### config.mk
export PLATFORM = sky130hd
export DESIGN_NAME = pio_input_capture
export DESIGN_NICKNAME = d
export VERILOG_FILES = /design/src/rtl/pio_pkg.sv /design/src/rtl/pio_debounce_bit.sv /design/src/rtl/pio_input_capture.sv
export SDC_FILE = /design/constraint.sdc
export NUM_CORES = 1
export LEC_CHECK = 0
export BUFFER_PORTS_ARGS = -buffer_cell sky130_fd_sc_hd__buf_2
export CAP_MARGIN = 20
export CORE_MARGIN = 3
export CORE_UTILIZATION = 30
export DETAILED_ROUTE_END_ITERATION = 8
export PLACE_DENSITY = 0.44
export SLEW_MARGIN = 25
export SYNTH_ARGS = -nofsm -noshare
export SYNTH_HDL_FRONTEND = slang
export SYNTH_SLANG_ARGS = --single-unit
### constraint.sdc
create_clock -name clk -period 1.25 [get_ports clk]
set_input_delay 0.1875 -clock clk [delete_from_list [all_inputs] [get_ports clk]]
set_output_delay 0.1875 -clock clk [all_outputs]
set_load 0.05 [all_outputs]
### src/rtl/pio_pkg.sv
// Shared constants for the PIO input-capture block:
// edge-mode selectors, register addresses and an edge-match helper.
package pio_pkg;

   localparam int EDGE_RISING  = 0;
   localparam int EDGE_FALLING = 1;
   localparam int EDGE_ANY     = 2;

   localparam logic [1:0] ADDR_DATA     = 2'd0;
   localparam logic [1:0] ADDR_IRQ_MASK = 2'd1;
   localparam logic [1:0] ADDR_RSVD     = 2'd2;
   localparam logic [1:0] ADDR_EDGE     = 2'd3;

   function automatic logic edge_hit(
      input int   mode,
      input logic cur,
      input logic prev
   );
      logic hit;
      hit = 1'b0;
      case (mode)
         EDGE_RISING:  hit = cur & ~prev;
         EDGE_FALLING: hit = ~cur & prev;
         EDGE_ANY:     hit = cur ^ prev;
         default:      hit = 1'b0;
      endcase
      return hit;
   endfunction

endpackage

### src/rtl/pio_debounce_bit.sv
// One input line: metastability synchronizer followed by a
// stability counter that only lets a level through once it has held.
module pio_debounce_bit #(
   parameter int SYNC_STAGES     = 2,
   parameter int DEBOUNCE_CYCLES = 16
) (
   input  logic clk,
   input  logic reset_n,
   input  logic din_i,
   output logic stable_o
);

   logic [SYNC_STAGES-1:0] sync_q;
   logic                   s;
   logic                   stable_q;

   always_ff @(posedge clk or negedge reset_n) begin
      if (!reset_n) begin
         sync_q <= '0;
      end else begin
         sync_q <= {sync_q[SYNC_STAGES-2:0], din_i};
      end
   end

   assign s = sync_q[SYNC_STAGES-1];

   generate
      if (DEBOUNCE_CYCLES == 0) begin : g_nodb
         always_ff @(posedge clk or negedge reset_n) begin
            if (!reset_n) begin
               stable_q <= 1'b0;
            end else begin
               stable_q <= s;
            end
         end
      end else begin : g_db
         localparam int CW = $clog2(DEBOUNCE_CYCLES + 1);
         localparam logic [CW-1:0] CMAX = CW'(DEBOUNCE_CYCLES - 1);

         logic [CW-1:0] cnt_q;
         logic [CW-1:0] cnt_d;
         logic          stable_d;

         // Any disagreement must persist for DEBOUNCE_CYCLES samples in a row.
         always_comb begin
            cnt_d    = cnt_q;
            stable_d = stable_q;
            if (s == stable_q) begin
               cnt_d = '0;
            end else if (cnt_q == CMAX) begin
               stable_d = s;
               cnt_d    = '0;
            end else begin
               cnt_d = cnt_q + CW'(1);
            end
         end

         always_ff @(posedge clk or negedge reset_n) begin
            if (!reset_n) begin
               cnt_q    <= '0;
               stable_q <= 1'b0;
            end else begin
               cnt_q    <= cnt_d;
               stable_q <= stable_d;
            end
         end
      end
   endgenerate

   assign stable_o = stable_q;

endmodule

### src/rtl/pio_input_capture.sv
// Avalon-MM PIO input port with per-bit debounce, sticky edge
// capture (write-1-to-clear), interrupt mask and level irq.
module pio_input_capture
   import pio_pkg::*;
#(
   parameter int WIDTH           = 8,
   parameter int SYNC_STAGES     = 2,
   parameter int DEBOUNCE_CYCLES = 16,
   parameter int EDGE_MODE       = 0
) (
   input  logic             clk,
   input  logic             reset_n,
   input  logic [1:0]       address,
   input  logic             chipselect,
   input  logic             write_n,
   input  logic [WIDTH-1:0] writedata,
   input  logic [WIDTH-1:0] in_port,
   output logic [WIDTH-1:0] readdata,
   output logic             irq
);

   logic [WIDTH-1:0] stable;
   logic [WIDTH-1:0] prev_q;
   logic [WIDTH-1:0] hit;
   logic [WIDTH-1:0] mask_q;
   logic [WIDTH-1:0] mask_d;
   logic [WIDTH-1:0] edge_q;
   logic [WIDTH-1:0] edge_d;
   logic [WIDTH-1:0] rd_q;
   logic [WIDTH-1:0] rd_d;
   logic             wr;

   genvar gi;
   generate
      for (gi = 0; gi < WIDTH; gi++) begin : g_bit
         pio_debounce_bit #(
            .SYNC_STAGES     (SYNC_STAGES),
            .DEBOUNCE_CYCLES (DEBOUNCE_CYCLES)
         ) u_db (
            .clk      (clk),
            .reset_n  (reset_n),
            .din_i    (in_port[gi]),
            .stable_o (stable[gi])
         );
      end
   endgenerate

   assign wr = chipselect & ~write_n;

   // Clear first, then OR in new edges so a fresh edge survives its clear.
   always_comb begin
      hit    = '0;
      mask_d = mask_q;
      edge_d = edge_q;
      for (int i = 0; i < WIDTH; i++) begin
         hit[i] = edge_hit(EDGE_MODE, stable[i], prev_q[i]);
      end
      if (wr && address == ADDR_IRQ_MASK) begin
         mask_d = writedata;
      end
      if (wr && address == ADDR_EDGE) begin
         edge_d = edge_q & ~writedata;
      end
      edge_d = edge_d | hit;
   end

   always_comb begin
      rd_d = '0;
      case (address)
         ADDR_DATA:     rd_d = stable;
         ADDR_IRQ_MASK: rd_d = mask_q;
         ADDR_RSVD:     rd_d = '0;
         ADDR_EDGE:     rd_d = edge_q;
         default:       rd_d = '0;
      endcase
   end

   always_ff @(posedge clk or negedge reset_n) begin
      if (!reset_n) begin
         prev_q <= '0;
         mask_q <= '0;
         edge_q <= '0;
         rd_q   <= '0;
      end else begin
         prev_q <= stable;
         mask_q <= mask_d;
         edge_q <= edge_d;
         rd_q   <= rd_d;
      end
   end

   assign readdata = rd_q;
   assign irq      = |(edge_q & mask_q);

endmodule
-- Word-level counts from Yosys, hierarchy flattened
Cells that the tools add are included.
- register bits after elaboration: 96
- input bits: 22
- output and inout port bits: 9
- word-level logic and storage cells: 115
- add/sub/neg operators: 8
- equality and inequality tests: 19
- multiplexer cells: 18
- bitwise gates (word level): 30
- reductions and logical operators: 12
- operator list (kind ; number):
    5-bit two-way mux ; 16
    5-bit by 1-bit adder with 5-bit output (second input constant) ; 8
    5-bit by 4-bit equality test with 1-bit output (second input constant) ; 8
    8-bit case mux with 4 select lines ; 1
    1-bit NOT ; 17
    8-bit AND ; 2
    2-bit AND reduction ; 8
    1-bit AND ; 9
    1-bit equality test ; 8
    8-bit two-way mux ; 1
    8-bit NOT ; 1
    8-bit OR ; 1
    8-bit OR reduction ; 1
    2-bit equality test (second input constant) ; 2
    2-bit by 1-bit equality test with 1-bit output (second input constant) ; 1
    1-bit logical AND ; 2
    2-bit logical NOT ; 1

-- Longest topological paths before layout
- depth after elaboration: 5
- depth in mapped cells: 4
- depth with buffers taken out: 4

-- By module
From an unflattened synthesis, not the netlist that was laid out.
- cell total of the unflattened synthesis: 285
- area total of the unflattened synthesis: 3842.4 um2
- modules (own cells, without submodules) (module ; instances ; cells an instance ; area each (um2) ; seq. area each (um2)):
    pio_debounce_bit ; 8 ; 23 ; 304.0 ; 200.2
    pio_input_capture ; 1 ; 101 ; 1410.1 ; 800.8

-- Worst setup path before layout
No wires, ideal clock.
- path kind: flip-flop to output port
- from: register mask_q[1]
- to: output port irq
- arrival time: 1.037 ns
- data required time: 1.062 ns
- setup slack: 0.026 ns
- stages on the path, launching flop included: 3
- path buffers: 0
- cell sequence: dfrtp_1 a22oi_1 nand4_1
- longest elaborated chain between the ends: 2
- RTL lines (item ; line ; text):
    from (decl) ; pio_input_capture.sv:25 ; logic [WIDTH-1:0] mask_q;
    from (signal assigned) ; pio_input_capture.sv:86 ; mask_q <= mask_d;
    8-bit AND ; pio_input_capture.sv:93 ; assign irq = |(edge_q & mask_q);
    8-bit OR reduction ; pio_input_capture.sv:93 ;
    to (decl) ; pio_input_capture.sv:19 ; output logic irq
No other way between the ends.

-- Worst setup path in the final report
Same ends and word-level chain as after synthesis.

==> out/qor.csv <==
stage,metric,value,unit
run_status,failing checks,setup timing,
floorplanning,Die X,116,um
global_route,gr ovfl total,0,
finish,most frequent cells in the layout,"dfrtp_1, buf_4, buf_2",
finish,"commonest non-fill, non-tap cell in the layout",dfrtp_1,
routing,routed vias/inst,4.43,
pwr,Sw Pwr,1550,uW
routing,drt wl/cell,13.6,um
global_route,Total Routing Usage GR,11.1,%
pwr,total power,6790,uW
yosys,syn avg cell area,13.4,um2
timing,final hold viol count,0,
placement,Final HPWL DP,4440,um
timing,final worst slack,-0.214,ns
floorplanning,die area,13600,um2
cts,Worst-Skew Late Latency,0.34,ns
routing,remaining antenna violation count,0,
pwr,clock power share,40.7,%
routing,final WL,6820,um
routing,met3 WL,296,um
cts,Num CTS Buffers,9,
pwr,part of the power in registers,50.1,%
global_route,antenna violations before repair,3,
finish,layout cells sized above 1,35.8,%
floorplanning,number of top-level pins,31,
pwr,Internal Power,5240,uW
routing,via count,2226,
global_route,first-pass GRT wire length,11300,um
hold_path,hold-critical path depth,2,
cts,CTS H-tree depth,3,
global_route,largest net degree at the start of global routing,65,
setup_path,Reg2Reg Setup Slack,0.04,ns
timing,clock period minus worst slack,1.46,ns
routing,met1 wire length,3050,um
setup_path,Worst Setup End Kind,output pin,
setup_path,RR Endpoint,g_bit[0].u_db.stable_o,
timing,fmax,0.683,GHz
placement,placer's final routability congestion estimate,0.668,
setup_path,WS Path Type,register to output pin,
pwr,Cell Pwr Density,1420,nW/um2
yosys,register area share after synthesis,65.6,%
setup_path,Critical R2R Launch,g_bit[0].u_db.g_db.cnt_q[1],
setup_path,Critical Path RT,1.06,ns
pwr,Sw Share,22.8,%
cts,CTS tree,done,
yosys,warnings from Yosys,0,
cts,clock root cell,clkbuf_16,
routing,Iter 0 DRT Violations,77,
cts,CTS Buffer Depth,2,
finish,Area Growth Syn to Fin,30.4,%
yosys,Syn Inst Count,273,
floorplanning,core area,11700,um2
run_status,status,finished with violations,
pwr,Leak,0.00236,uW
pwr,Peak VDD IR,726,uV
hold_path,Hold WC Path Type,input port to register,
setup_path,Worst Path Arrival,1.28,ns
routing,drt pass-1 iters,4,
floorplanning,num rows,39,
timing,Slew @ Worst Pin,0.652,ns
routing,DR top layer,met5,
finish,nets,383,
cts,"Clk pin slew, worst setup/hold paths",0.06,ns
setup_path,CP Launch Type,register,
routing,met2 WL post-DR,3260,um
hold_path,worst hold start,writedata[1],
yosys,Syn Std Cell Area,3660,um2
floorplanning,Die H,116,um
cts,Sink Count,96,
hold_path,Worst Hold End,mask_q[1],
yosys,Seq cells post-synth,96,
routing,DRC viols,0,
floorplanning,Starting Density,31.4,%
timing,RSZ-0062 raised after global routing,true,
global_route,number of global-route vias before repair,2309,
placement,PortBufs,30,
yosys,Syn Nets,303,
timing,Slew Limit Fails,0,
timing,Tcrit/Tclk final,117,%
timing,relative slew slack,56.4,%
run,max_cap viols,0,
pwr,Comb power frac,9.2,%
timing,post-route setup TNS,-0.214,ns
setup_path,CP max FO,3,
yosys,library cells used by synthesis,19,
timing,setup violators final,1,
setup_path,R2R depth,4,
timing,Setup Skew,0.00633,ns
-- sequential cells by signal, indices dropped and copies added (netlist names) --
signal / count
mask_q: 8
g_bit.u_db.g_db.cnt_q: 40
prev_q: 8
g_bit.u_db.sync_q: 16
edge_q: 8
g_bit.u_db.stable_o: 8
readdata: 8
-- what timing repair did --
action / CTS / global route
endpoints found under the hold margin: 104 / 0
resized for setup: 3 / 37
buffers inserted: 2 / 9
pin swaps: 2 / 15
endpoints found under the setup margin: 1 / 21
hold buffers: 9 / 0
-- cells in the mapped netlist --
library cell  count  share of area [%]
dfrtp_1          96                 66
nor2_1           30                3.1
mux2_2           24                7.4
xor2_1           24                5.7
a22o_1           16                3.8
nand3_1          16                2.2
inv_1            13                1.3
and2_1           11                1.9
and3_1            8                1.4
ha_1              8                2.7
nand2_1           8               0.82
o21ai_0           8                1.1
a22oi_1           4               0.82
buf_6             2               0.62
and4b_1           1               0.27
buf_2             1               0.14
buf_4             1               0.21
nand4_1           1               0.17
nor4bb_4          1               0.68
-- metal layers --
layer / track usage, % / vias to the layer above
li1: - / 1084
met5: 0 / -
met2: 16.9 / 29
met3: 4.61 / 17
met1: 13.5 / 1092
met4: 5.80 / 4
-- power by group through the flow --
stage / clock network, uW / logic (uW) / registers (uW)
after global placement: 0 / 557 / 3440
final: 2770 / 621 / 3400
after CTS: 2900 / 591 / 3390
after global routing: 3010 / 700 / 3430
after detailed placement: 0 / 561 / 3450
after floorplan: 0 / 255 / 3490
-- cells by family (layout without fill, tap and decap cells) --
kind of cell,Yosys count,in the layout,share of synthesized area (%)
adder cells (fa/ha/maj),8,8,2.74
flip-flops,96,96,65.6
AO/OA/AOI/OAI,28,28,5.74
AND/OR/NAND/NOR,76,76,10.5
buffers and inverters,17,102,2.29
other,0,1,0
XOR/XNOR,24,24,5.74
multiplexers,24,24,7.38
-- worst max-delay path by stage --
stage                          start   endpoint  slack (ns)  cells past startpoint
final                      mask_q[1]        irq       -0.21                      3
after floorplan            mask_q[1]        irq        0.03                      2
after global routing       edge_q[7]        irq       -0.28                      3
after detailed placement  address[0]  mask_q[0]       -0.02                      4
after CTS                  mask_q[1]        irq       -0.25                      3
after global placement    address[0]  mask_q[1]       -0.02                      4
-- metrics by stage --
step | instances | util, % | worst slack [ns] | hold WS (ns) | area [um2]
after global placement | 465 | 35.6 | -0.0167 | 0.179 | 4150
after floorplan | 273 | - | 0.0259 | -0.108 | 3660
after detailed placement | 465 | 35.6 | -0.0153 | 0.172 | 4150
after CTS | 492 | 39.2 | -0.248 | 0.0755 | 4570
after global routing | 502 | 40.9 | -0.279 | 0.0897 | 4770
final | 502 | 40.9 | -0.214 | 0.0933 | 4770
-- worst max-delay path, cell delays in order, from the launching register on --
cell and delay [ns]:
dfrtp_1 0.39, a22oi_1 0.20, nand4_1 0.16, buf_6 0.19
-- final cells by class --
class	instances	area (um2)
Antenna cell	1	2.50
Clock buffer	13	260
Clock inverter	3	40.0
Fill cell	1141	6890
Inverter	13	48.8
Multi-Input combinational cell	160	1310
Sequential cell	96	2400
Tap cell	143	179
Timing Repair Buffer	73	529
(Power assumes the default switching activity.)
